<file path="config.mk">
export PLATFORM = sky130hd
export DESIGN_NAME = uart_rx_counter_unpack_flat
export DESIGN_NICKNAME = d
export VERILOG_FILES = /design/src/rtl/uart_rx_counter_unpack_pkg.sv /design/src/rtl/uart_rx_counter_unpack_if.sv /design/src/rtl/uart_rx_counter_unpack_byte.sv /design/src/rtl/uart_rx_counter_unpack.sv /design/src/flat_wrapper.sv
export SDC_FILE = /design/constraint.sdc
export NUM_CORES = 1
export LEC_CHECK = 0
export BUFFER_PORTS_ARGS = -buffer_cell sky130_fd_sc_hd__buf_2
export CORE_ASPECT_RATIO = 0.6
export CORE_MARGIN = 3
export CORE_UTILIZATION = 50
export DETAILED_ROUTE_END_ITERATION = 7
export PLACE_DENSITY = 0.75
export SLEW_MARGIN = 5
export SYNTH_ARGS = -nofsm -noshare
export SYNTH_HDL_FRONTEND = slang
export SYNTH_SLANG_ARGS = --single-unit
</file>
<file path="constraint.sdc">
create_clock -name clk -period 1.82 [get_ports clk]
set_input_delay 0.091 -clock clk [delete_from_list [all_inputs] [get_ports clk]]
set_output_delay 0.091 -clock clk [all_outputs]
set_load 0.005 [all_outputs]
</file>
<file path="src/rtl/uart_rx_counter_unpack_pkg.sv">
// Shared types and defaults for the counter telemetry link.
// The TX-side packer uses the same header and packet length.
package uart_rx_counter_unpack_pkg;

  localparam logic [7:0] HEADER_DEF      = 8'hA5;
  localparam int         COUNT_BYTES_DEF = 4;
  localparam int         ID_W            = 3;

  typedef enum logic [2:0] {
    B_IDLE,
    B_START,
    B_DATA,
    B_STOP,
    B_WAIT_HI
  } bit_state_e;

  typedef enum logic [1:0] {
    P_HDR,
    P_ID,
    P_DATA
  } pkt_state_e;

endpackage

</file>
<file path="src/rtl/uart_rx_counter_unpack_if.sv">
// Serial input and decoded byte/record outputs of the
// counter telemetry receiver.
interface uart_rx_counter_unpack_if
  import uart_rx_counter_unpack_pkg::*;
#(
  parameter int COUNT_W = 32
) ();

  logic               rx_data;
  logic               byte_valid;
  logic [7:0]         byte_data;
  logic               cnt_valid;
  logic [ID_W-1:0]    cnt_id;
  logic [COUNT_W-1:0] cnt_value;
  logic               frame_err;
  logic               pkt_err;

  modport slave (
    input  rx_data,
    output byte_valid,
    output byte_data,
    output cnt_valid,
    output cnt_id,
    output cnt_value,
    output frame_err,
    output pkt_err
  );

  modport master (
    output rx_data,
    input  byte_valid,
    input  byte_data,
    input  cnt_valid,
    input  cnt_id,
    input  cnt_value,
    input  frame_err,
    input  pkt_err
  );

endinterface

</file>
<file path="src/rtl/uart_rx_counter_unpack_byte.sv">
// 8N1 byte receiver: 2-flop synchroniser and bit FSM with
// mid-bit sampling, glitch rejection and framing check.
module uart_rx_byte
  import uart_rx_counter_unpack_pkg::*;
#(
  parameter int CLKS_PER_BIT = 217
) (
  input  logic       clk,
  input  logic       rstn,
  input  logic       rx_i,
  output logic       byte_valid_o,
  output logic [7:0] byte_data_o,
  output logic       frame_err_o
);

  localparam int            CW   = $clog2(CLKS_PER_BIT);
  localparam logic [CW-1:0] HALF = CW'(CLKS_PER_BIT / 2 - 1);
  localparam logic [CW-1:0] FULL = CW'(CLKS_PER_BIT - 1);
  localparam logic [CW-1:0] ONE  = CW'(1);

  bit_state_e    state_q;
  logic [1:0]    sync_q;
  logic [CW-1:0] tick_q;
  logic [2:0]    bit_q;
  logic [7:0]    shift_q;
  logic          byte_valid_q;
  logic [7:0]    byte_data_q;
  logic          frame_err_q;
  logic          rx_s;

  assign rx_s = sync_q[1];

  always_ff @(posedge clk) begin
    if (!rstn) begin
      sync_q       <= 2'b11;
      state_q      <= B_IDLE;
      tick_q       <= '0;
      bit_q        <= '0;
      shift_q      <= '0;
      byte_valid_q <= 1'b0;
      byte_data_q  <= '0;
      frame_err_q  <= 1'b0;
    end else begin
      sync_q       <= {sync_q[0], rx_i};
      byte_valid_q <= 1'b0;
      frame_err_q  <= 1'b0;
      unique case (state_q)
        B_IDLE: begin
          if (!rx_s) begin
            state_q <= B_START;
            tick_q  <= '0;
          end
        end
        B_START: begin
          if (tick_q == HALF) begin
            tick_q  <= '0;
            bit_q   <= '0;
            state_q <= rx_s ? B_IDLE : B_DATA;
          end else begin
            tick_q <= tick_q + ONE;
          end
        end
        B_DATA: begin
          if (tick_q == FULL) begin
            tick_q  <= '0;
            shift_q <= {rx_s, shift_q[7:1]};
            bit_q   <= bit_q + 3'd1;
            if (bit_q == 3'd7) state_q <= B_STOP;
          end else begin
            tick_q <= tick_q + ONE;
          end
        end
        B_STOP: begin
          if (tick_q == FULL) begin
            tick_q <= '0;
            if (rx_s) begin
              byte_valid_q <= 1'b1;
              byte_data_q  <= shift_q;
              state_q      <= B_IDLE;
            end else begin
              frame_err_q <= 1'b1;
              state_q     <= B_WAIT_HI;
            end
          end else begin
            tick_q <= tick_q + ONE;
          end
        end
        B_WAIT_HI: begin
          if (rx_s) state_q <= B_IDLE;
        end
        default: state_q <= B_IDLE;
      endcase
    end
  end

  assign byte_valid_o = byte_valid_q;
  assign byte_data_o  = byte_data_q;
  assign frame_err_o  = frame_err_q;

endmodule

</file>
<file path="src/rtl/uart_rx_counter_unpack.sv">
// Counter telemetry receiver: frames UART bytes into
// header/id/value packets and emits one-cycle records.
module uart_rx_counter_unpack
  import uart_rx_counter_unpack_pkg::*;
#(
  parameter int         CLKS_PER_BIT = 217,
  parameter int         COUNT_BYTES  = COUNT_BYTES_DEF,
  parameter int         NUM_CNT      = 8,
  parameter logic [7:0] HEADER       = HEADER_DEF
) (
  input logic                     clk,
  input logic                     rstn,
  uart_rx_counter_unpack_if.slave bus
);

  localparam int         COUNT_W  = 8 * COUNT_BYTES;
  localparam logic [8:0] NUM_L    = 9'(NUM_CNT);
  localparam logic [7:0] LAST_IDX = 8'(COUNT_BYTES - 1);

  logic       byte_valid;
  logic [7:0] byte_data;
  logic       frame_err;

  uart_rx_byte #(
    .CLKS_PER_BIT(CLKS_PER_BIT)
  ) u_byte (
    .clk         (clk),
    .rstn        (rstn),
    .rx_i        (bus.rx_data),
    .byte_valid_o(byte_valid),
    .byte_data_o (byte_data),
    .frame_err_o (frame_err)
  );

  pkt_state_e         pst_q;
  logic [ID_W-1:0]    id_q;
  logic [7:0]         idx_q;
  logic [COUNT_W-1:0] shift_q;
  logic [COUNT_W-1:0] shift_d;
  logic               cnt_valid_q;
  logic [ID_W-1:0]    cnt_id_q;
  logic [COUNT_W-1:0] cnt_value_q;
  logic               id_ok;
  logic               pkt_err_d;

  assign shift_d = (shift_q << 8) | COUNT_W'(byte_data);
  assign id_ok   = {1'b0, byte_data} < NUM_L;

  // Combinational so the abort lines up with frame_err.
  always_comb begin
    pkt_err_d = 1'b0;
    if (byte_valid && pst_q == P_ID && !id_ok) pkt_err_d = 1'b1;
    if (frame_err && pst_q != P_HDR) pkt_err_d = 1'b1;
  end

  always_ff @(posedge clk) begin
    if (!rstn) begin
      pst_q       <= P_HDR;
      id_q        <= '0;
      idx_q       <= '0;
      shift_q     <= '0;
      cnt_valid_q <= 1'b0;
      cnt_id_q    <= '0;
      cnt_value_q <= '0;
    end else begin
      cnt_valid_q <= 1'b0;
      if (frame_err) begin
        pst_q <= P_HDR;
      end else if (byte_valid) begin
        unique case (pst_q)
          P_HDR: begin
            if (byte_data == HEADER) pst_q <= P_ID;
          end
          P_ID: begin
            if (id_ok) begin
              id_q  <= byte_data[ID_W-1:0];
              idx_q <= '0;
              pst_q <= P_DATA;
            end else begin
              pst_q <= P_HDR;
            end
          end
          P_DATA: begin
            shift_q <= shift_d;
            idx_q   <= idx_q + 8'd1;
            if (idx_q == LAST_IDX) begin
              pst_q       <= P_HDR;
              cnt_valid_q <= 1'b1;
              cnt_id_q    <= id_q;
              cnt_value_q <= shift_d;
            end
          end
          default: pst_q <= P_HDR;
        endcase
      end
    end
  end

  assign bus.byte_valid = byte_valid;
  assign bus.byte_data  = byte_data;
  assign bus.frame_err  = frame_err;
  assign bus.pkt_err    = pkt_err_d;
  assign bus.cnt_valid  = cnt_valid_q;
  assign bus.cnt_id     = cnt_id_q;
  assign bus.cnt_value  = cnt_value_q;

endmodule

</file>
<file path="src/flat_wrapper.sv">
// flat-port wrapper written by rule: the top's interface ports become plain ports
module uart_rx_counter_unpack_flat import uart_rx_counter_unpack_pkg::*;
#(
  parameter int         CLKS_PER_BIT = 217,
  parameter int         COUNT_BYTES  = COUNT_BYTES_DEF,
  parameter int         NUM_CNT      = 8,
  parameter logic [7:0] HEADER       = HEADER_DEF
)
  (clk, rstn, bus_rx_data, bus_byte_valid, bus_byte_data, bus_cnt_valid, bus_cnt_id, bus_cnt_value, bus_frame_err, bus_pkt_err);
  uart_rx_counter_unpack_if #(.COUNT_W((8 * (4)))) bus_i ();
  input logic clk;
  input logic rstn;
  input wire logic [$bits(bus_i.rx_data)-1:0] bus_rx_data;
  output wire logic [$bits(bus_i.byte_valid)-1:0] bus_byte_valid;
  output wire logic [$bits(bus_i.byte_data)-1:0] bus_byte_data;
  output wire logic [$bits(bus_i.cnt_valid)-1:0] bus_cnt_valid;
  output wire logic [$bits(bus_i.cnt_id)-1:0] bus_cnt_id;
  output wire logic [$bits(bus_i.cnt_value)-1:0] bus_cnt_value;
  output wire logic [$bits(bus_i.frame_err)-1:0] bus_frame_err;
  output wire logic [$bits(bus_i.pkt_err)-1:0] bus_pkt_err;
  assign bus_i.rx_data = bus_rx_data;
  assign bus_byte_valid = bus_i.byte_valid;
  assign bus_byte_data = bus_i.byte_data;
  assign bus_cnt_valid = bus_i.cnt_valid;
  assign bus_cnt_id = bus_i.cnt_id;
  assign bus_cnt_value = bus_i.cnt_value;
  assign bus_frame_err = bus_i.frame_err;
  assign bus_pkt_err = bus_i.pkt_err;
  uart_rx_counter_unpack #(.CLKS_PER_BIT(CLKS_PER_BIT), .COUNT_BYTES(COUNT_BYTES), .NUM_CNT(NUM_CNT), .HEADER(HEADER)) u_core (.clk(clk), .rstn(rstn), .bus(bus_i));
endmodule
</file>
== Word-level counts from Yosys, hierarchy flattened ==
Cells that the tools add are included.

* Output and inout bits: 47
* Input port bits: 3
* Register bits after elaboration: 107
* Word-level logic and storage cells: 95

* Magnitude comparators: 1
* Reduce and logical (&&, ||, !) cells: 24
* Bitwise operators: 5
* Add/subtract/negate cells: 3
* Mux-type cells: 27
* Eq/ne operators: 20

{| class="wikitable"
|+ Operators with widths
! kind !! number
|-
| 2-to-1 mux 8 bit || 4
|-
| OR 32 x 8 -> 32 bit || 1
|-
| 2-to-1 mux 3 bit || 9
|-
| one-hot mux 8 bit (3 select lines) || 1
|-
| adder 8 x 1 -> 8 bit, second input constant || 2
|-
| == test 8 bit, second input constant || 2
|-
| one-hot mux 8 bit (2 select lines) || 1
|-
| one-hot mux 3 bit (5 select lines) || 1
|-
| AND reduction 3 bit || 5
|-
| inequality test 2 bit, second input constant || 6
|-
| AND reduction 4 bit || 3
|-
| == test 8 x 2 -> 1 bit, second input constant || 1
|-
| == test 8 x 7 -> 1 bit, second input constant || 1
|-
| < comparator 8 x 4 -> 1 bit, second input constant || 1
|-
| 2-to-1 mux 2 bit || 4
|-
| == test 3 x 2 -> 1 bit, second input constant || 2
|-
| == test 3 bit, second input constant || 2
|-
| inequality test 2 x 1 -> 1 bit, second input constant || 3
|-
| one-hot mux 2 bit (3 select lines) || 1
|-
| one-hot mux 3 bit (2 select lines) || 1
|-
| AND reduction 6 bit || 1
|-
| nonzero test 2 bit || 3
|-
| 2-to-1 mux 1 bit || 5
|-
| NOT 1 bit || 4
|-
| other kinds (12) || 16
|}

== Depth between registers and ports, before layout ==
Gate-level depths: netlist (run 1).

* Depth after elaboration: 5
* Gate-level depth with buffers: 8
* Depth with buffers taken out: 7

== By module ==
From an unflattened synthesis (run 1), not the netlist that was laid out.

* Cell total of the unflattened synthesis: 463
* Area, all modules: 4334.2 um^2

{| class="wikitable"
|+ Modules (own cells, without submodules)
! module !! area each (um^2) !! times used !! cells each !! seq. area each (um^2)
|-
| uart_rx_counter_unpack || 2802.7 || 1 || 299 || 1461.4
|-
| uart_rx_byte || 1531.5 || 1 || 164 || 680.7
|}

== Worst setup path after synthesis (run 1) ==
Ideal clock, no wire load.

* Path kind: register to register
* Start point: register u_core.idx_q[0]
* End point: register u_core.cnt_value_q[21] (netlist: u_core.bus.cnt_value[21])
* Arrival time: 1.742 ns
* Stages on the path, launching flop included: 8
* Data required time: 1.688 ns
* Buffers on the path: 1
* Clock period less this slack: 1.874 ns
* Library setup time: 0.132 ns
* Path slack: -0.054 ns
* Cells stage by stage: dfxtp_1 -> ha_1 -> or4b_1 -> nor4_2 -> nand2_1 -> clkbuf_1 -> nand2_1 -> a21oi_1

* Cells in the longest elaborated chain, start to end: 2

{| class="wikitable"
|+ Ends and longest elaborated chain
! element !! RTL line !! text
|-
| start: declaration || uart_rx_counter_unpack.sv:37 || <nowiki>logic [7:0] idx_q;</nowiki>
|-
| start signal: assignment || uart_rx_counter_unpack.sv:85 || <nowiki>idx_q <= idx_q + 8'd1;</nowiki>
|-
| == test 8 x 2 -> 1 bit || uart_rx_counter_unpack.sv:86 || <nowiki>if (idx_q == LAST_IDX) begin</nowiki>
|-
| AND reduction 4 bit (no line) || -- ||
|-
| end signal: assignment || uart_rx_counter_unpack.sv:90 || <nowiki>cnt_value_q <= shift_d;</nowiki>
|-
| end: declaration || uart_rx_counter_unpack.sv:42 || <nowiki>logic [COUNT_W-1:0] cnt_value_q;</nowiki>
|}

Every way passes these cells.
A chain may end at the register's enable or synchronous reset.

== Final worst setup path (run 1) ==
* Start point: register u_core.idx_q[1]
* End point: register u_core.cnt_value_q[31] (netlist: u_core.bus.cnt_value[31])

The elaborated chain is that of the path after synthesis.

==> impl_metrics.ini, run 1 <==
[sta]
setup_ws_ns = -0.0202
worst_pin_slew_ns = 0.383
finalHoldViolCount = 0
relSlewSlack_pct = 74.5
fin_tns_setup_ns = -0.118
finalSetupViolCount = 13
fin_crit_ns = 1.84
skew_ns = 0.00683
max_clock_freq_ghz = 0.543
timing.final.crit_share_pct = 101
slew_violations = 0
holdWs_ns = 0.254
grt_setup_unrepaired = yes

[power_and_ir_drop]
clkPwrFrac_pct = 44.9
vdd_drop_max_mv = 0.530
p_sw_share_pct = 19.9
p_leak_nw = 2.43
pwr-share-seq_pct = 52.4
power_mw = 4.49
power.internal_mw = 3.60
p_sw_mw = 0.895
power.density_nw_per_um2 = 786
p_comb_share_pct = 2.7

[finish]
syn2layout_area_growth_pct = 29.0
final_core_util_pct = 69.5
stdcell_area_um2 = 5720
nFillCells = 632
final_nets = 588
drive_above_1_share_pct = 29.1
diodes = 0
finalNonFillerCells = 692

[logic_synthesis]
synth_edf_count = 0
synthFlopType = dfxtp_1
synth-seq-cells = 107
syn_area_um2 = 4430
syn_inst = 512
ys_types = 44
async_reset_ff_share_pct = 0
yosysTopAreaCellShare_pct = 48.3
synth_fp_nets = 520
yosys_warnings = 0
synthTopCellsByArea = dfxtp_1 (48%), nand2_1 (12%), a21boi_0 (6.9%), mux2i_1 (5.0%), nor2b_1 (3.5%)
synth-seq-area-share_pct = 48.3
synth_top_cell_by_area = dfxtp_1
syn_avg_cell_area_um2 = 8.66

[place]
place_congestion = 0.857
placed_cells = 667
pre_cts_ws_ns = -0.201
placed_cell_area_um2 = 4900
hpwlAfterDp_um = 7010
io_buffers = 49

[route]
wl_met3_um = 752
routedWlPerCell_um = 16.0
highest_layer = met4
dr.pass1.iters = 6
route.vias.total = 3818
wl_met1_um = 5450
routed_wirelength_um = 11100
drt_iter0_markers = 310
vias_per_cell = 5.52
remaining_drc_errors = 0
ant_nets = 0
wl_met2_um = 4710

[clock_network]
tritoncts = built
cts_buffers = 9
clk_pin_slew_ns = 0.07
clk_latency_ns = 0.35
clock_sinks = 107
cts_buffer_depth = 2
htreeDepth = 3
root_buffer = clkbuf_16

[critical_path]
arrival_ns = 2.12
worstPathRequired_ns = 2.10
crit_type = flip-flop to flip-flop
end_kind = flip-flop
critPathMaxFanout = 6
startpoint_type = flip-flop

[floorplanning]
die_h_um = 78.9
die_w_um = 128
design.core.area_um2 = 8230
dieArea_um2 = 10100
start_util_pct = 53.9
rows = 25
ios = 50

[global_route]
grt_overflow_total = 0
grt_pass1_vias = 3431
grt_max_degree = 50
antenna_found_initial = 0
grt_pass1_wl_um = 16700
grtUsageTotal_pct = 20.8

[worst_hold_path]
hold_class = input port to flip-flop

[flow_run]
cap_violations = 0

[run_status]
status = complete, but fails checks
violations = setup timing
## worst paths after layout
kind | depth (start not counted) | from | end | slack (ns)
worst min-delay path | 4 | rstn | u_core.bus.cnt_value[18]$_SDFFE_PN0P_ | 0.25
worst min register to register | 1 | u_core.u_byte.sync_q[0]$_SDFF_PN1_ | u_core.u_byte.sync_q[1]$_SDFF_PN1_ | 0.41
worst max register to register | 7 | u_core.idx_q[1]$_SDFFE_PN0P_ | u_core.bus.cnt_value[31]$_SDFFE_PN0P_ | -0.02
worst max-delay path | 7 | u_core.idx_q[1]$_SDFFE_PN0P_ | u_core.bus.cnt_value[31]$_SDFFE_PN0P_ | -0.02
## layout by cell type (no fill, tap or decap), types with 3 or more instances in the layout
| master | instances |
|---|---|
| inv_1 | 6 |
| a21oi_1 | 12 |
| nand2b_1 | 7 |
| dfxtp_1 | 102 |
| nand2_1 | 114 |
| and3_1 | 6 |
| clkbuf_16 | 13 |
| nand3_1 | 14 |
| nor2_1 | 15 |
| ha_1 | 3 |
| mux2i_1 | 22 |
| a21boi_0 | 27 |
| buf_2 | 50 |
| a21boi_2 | 8 |
| xor2_1 | 4 |
| or3_1 | 4 |
| nor3b_1 | 3 |
| nor2b_1 | 25 |
| buf_6 | 3 |
| buf_12 | 3 |
| a21boi_1 | 12 |
| o21ai_0 | 8 |
| nand2_2 | 4 |
| dfxtp_2 | 4 |
| a21oi_2 | 8 |
| buf_4 | 32 |
| a31oi_1 | 5 |
| nor3_1 | 4 |
| nand2_4 | 17 |
## cells in the mapped netlist, types with 4 or more instances
library cell  count
a31oi_1           5
a21boi_1          6
mux2i_1          22
buf_2             8
nor2b_1          25
nand3_1          15
xor2_1            4
clkbuf_1         16
ha_1              5
or3_1             5
o21ai_0           8
nand2b_1          7
inv_1             8
nor2_1           15
buf_4            10
and3_1            6
a21oi_1          20
dfxtp_1         107
a21boi_0         41
nand2_1         136
nor3_1            5
## flip-flops by register name, indices dropped and copies added, names as in the netlist, 8 cells and up
signal and cells:
u_core.shift_q 24, u_core.bus.cnt_value 32, u_core.u_byte.byte_data_o 8, u_core.u_byte.tick_q 8, u_core.u_byte.shift_q 8, u_core.idx_q 8
## cells by family after synthesis
group | Yosys count | share of synthesized area, %
simple gates | 237 | 25.2
fa+ha+maj | 5 | 1.41
xor+xnor | 4 | 0.790
buf+inv | 46 | 5.47
flops | 107 | 48.3
compound gates | 91 | 13.8
mux | 22 | 4.97
## repair_timing
| item | 4_1_cts | 5_1_grt |
|---|---|---|
| gates resized for setup | 10 | 90 |
| endpoints found under the hold margin | 1 | 0 |
| hold buffers | 1 | 0 |
| setup buffers | 0 | 4 |
| setup endpoints to repair | 36 | 66 |
| gates cloned | 0 | 6 |
| pin swaps | 2 | 36 |
## power by group through the flow
stage          clock [mW]  sequential [mW]  combinational, mW
2_1_floorplan           0             2.40             0.0781
3_3_place_gp            0             2.41              0.106
3_5_place_dp            0             2.41              0.109
4_1_cts              2.06             2.35              0.111
5_1_grt              2.16             2.35              0.130
6_report             2.02             2.35              0.119
## cell type report
class                   instances  area [um2]  share of cell area, %
multi-input cells             359        2380                   41.6
flip-flops and latches        107        2150                   37.6
repair buffers                 94         709                   12.4
clock buffers                  10         229                   4.00
well taps                     108         135                   2.36
clock inverters                 5        78.8                   1.38
inverters                       9        36.3                  0.635
## layer usage
layer,vias up,GRT usage (%)
met3,16,5.38
li1,1842,-
met2,132,31.0
met4,0,6.36
met1,1828,29.5
met5,-,0
## critical path, cell delays in order, from the launching register on
cell      delay [ns]
dfxtp_2         0.35
ha_4            0.13
or4b_4          0.46
nor4_4          0.17
and2_4          0.29
buf_12          0.17
nand2_1         0.07
a21boi_0        0.14
Power figures use the tool's default switching activity.
==> run 2: changes to the inputs <==
--- a/config.mk
+++ b/config.mk
@@ -11,6 +11,7 @@
 export CORE_UTILIZATION = 50
 export DETAILED_ROUTE_END_ITERATION = 7
 export PLACE_DENSITY = 0.75
+export RECOVER_POWER = 100
 export SLEW_MARGIN = 5
 export SYNTH_ARGS = -nofsm -noshare
 export SYNTH_HDL_FRONTEND = slang
==> run 2 against run 1 <==
The run still ends with setup timing left. First-iteration DRC count decreased by 0.97%. Non-clock buffer count unchanged. Maximum frequency fell by 0.27%. Count of clock-buffer cells in the layout unchanged. Critical path depth is the same. Cell count stayed put. Sequential power is essentially flat. Die area did not move. Register-to-register slack hardly changed. Combinational power barely moved. Utilization decreased by 0.50 points.
==> impl_metrics.ini, run 2 (synthesis results as in run 1) <==
[critical_path]
end_kind = flip-flop
critPathTopFamily = simple AND/OR/NAND/NOR gates
worstPathBufferInverterCount = 1
slowest_delay_ns = 0.46
cp_slowest_cell = or4b_4
cp-startpoint = u_core.idx_q[1]$_SDFFE_PN0P_
critPathMaxFanout = 6
r2r_start = u_core.idx_q[1]$_SDFFE_PN0P_
worstPathCellList = ha_4 > or4b_4 > nor4_4 > and2_4 > buf_12 > nand2_1 > a21boi_0
startpoint_type = flip-flop
crit_type = flip-flop to flip-flop
worstPathRequired_ns = 2.10
arrival_ns = 2.12

[power_and_ir_drop]
p_comb_share_pct = 2.7
power.internal_mw = 3.60
vdd_drop_max_mv = 0.528
clkPwrFrac_pct = 45.0
pwr-share-seq_pct = 52.3
p_leak_nw = 2.34
p_sw_mw = 0.902
p_sw_share_pct = 20.0
power.density_nw_per_um2 = 792

[clock_network]
clk_latency_ns = 0.35
cts_buffer_depth = 2
htreeDepth = 3
root_buffer = clkbuf_16
tritoncts = built
cts_buffers = 9
clock_sinks = 107
clk_pin_slew_ns = 0.07

[floorplanning]
die_w_um = 128
ios = 50
rows = 25
dieArea_um2 = 10100
design.core.area_um2 = 8230
start_util_pct = 53.9
die_h_um = 78.9

[finish]
layout_common_cells = nand2_1 (114), dfxtp_1 (103), buf_2 (34), a21boi_0 (27), buf_4 (26)
drive_above_1_share_pct = 25.5
finalNonFillerCells = 692
diodes = 0
largest_register_ffs = 32
nFillCells = 646
final_nets = 588
syn2layout_area_growth_pct = 28.0
final_common_cell = nand2_1

[route]
wl_met3_um = 761
dr.pass1.iters = 6
ant_nets = 0
wl_met1_um = 5470
route.vias.total = 3794
remaining_drc_errors = 0
highest_layer = met4
wl_met2_um = 4690
routed_wirelength_um = 11100
vias_per_cell = 5.48
routedWlPerCell_um = 16.0
drt_iter0_markers = 307

[run_status]
violations = setup timing
status = complete, but fails checks

[global_route]
grt_pass1_vias = 3431
grt_pass1_wl_um = 16700
grtUsageTotal_pct = 20.8
grt_overflow_total = 0
grt_max_degree = 50
antenna_found_initial = 0

[sta]
slew_violations = 0
relSlewSlack_pct = 62.0
finalSetupViolCount = 17
timing.final.crit_share_pct = 101
max_clock_freq_ghz = 0.542
fin_crit_ns = 1.85
finalHoldViolCount = 0
setup_ws_ns = -0.0251
skew_ns = 0.00687
holdWs_ns = 0.249
grt_setup_unrepaired = yes
worst_pin_slew_ns = 0.569

[place]
placed_cells = 667
hpwlAfterDp_um = 7010
io_buffers = 49
place_congestion = 0.857

[worst_hold_path]
hold_class = input port to flip-flop
hp-start = rstn

[flow_run]
cap_violations = 0
run 2: layout make-up:
cell class	instances	area, um2	area share (%)
multi-input combinational	359	2380	41.9
clock inverter	5	78.8	1.39
inverter	9	36.3	0.639
tap	108	135	2.38
sequential	107	2150	37.9
clock buffer	10	229	4.03
timing repair buffer	94	669	11.8
run 2: worst reg2reg max path, delay by kind of cell, from the launching register on:
family / cells / cell delay, ns
compound gates: 1 / 0.14
flops: 1 / 0.35
simple gates: 4 / 0.99
fa+ha+maj: 1 / 0.13
buf+inv: 1 / 0.17
run 2: final timing paths:
kind                                      endpoint  slack (ns)  cells after the start
max          u_core.bus.cnt_value[31]$_SDFFE_PN0P_       -0.03                      7
min          u_core.bus.cnt_value[18]$_SDFFE_PN0P_        0.25                      4
max reg2reg  u_core.bus.cnt_value[31]$_SDFFE_PN0P_       -0.03                      7
min reg2reg     u_core.u_byte.sync_q[1]$_SDFF_PN1_        0.41                      1
run 2: power by group through the flow:
stage	clock network (mW)	logic, mW	registers, mW
after floorplan	0	0.0781	2.40
after global placement	0	0.106	2.41
after detailed placement	0	0.109	2.41
after CTS	2.06	0.111	2.35
after global routing	2.16	0.130	2.35
final	2.02	0.119	2.35
run 2: through the flow:
stage	TNS (ns)	utilization [%]	cell area [um2]	worst slack, ns	total power, mW
4_1_cts	-0.0138	64.0	5270	-0.00707	4.52
5_1_grt	-3.55	69.0	5680	-0.0971	4.64
6_report	-0.175	69.0	5680	-0.0251	4.50
3_5_place_dp	-3.90	59.6	4900	-0.201	2.52
2_1_floorplan	-0.682	-	4470	-0.0282	2.48
3_3_place_gp	-1.23	59.6	4900	-0.0798	2.51
run 2: routing by layer:
metal	vias up	global-route usage [%]
met5	-	0
met4	0	6.36
met3	16	5.38
met2	132	31.0
met1	1803	29.5
li1	1843	-
run 2: repair_timing:
action                     CTS  global route
gates resized for setup     10            90
setup endpoints to repair   36            66
buffers inserted             0             4
hold buffers                 1             0
cloned                       0             6
pin swaps                    2            36
hold endpoints to repair     1             0
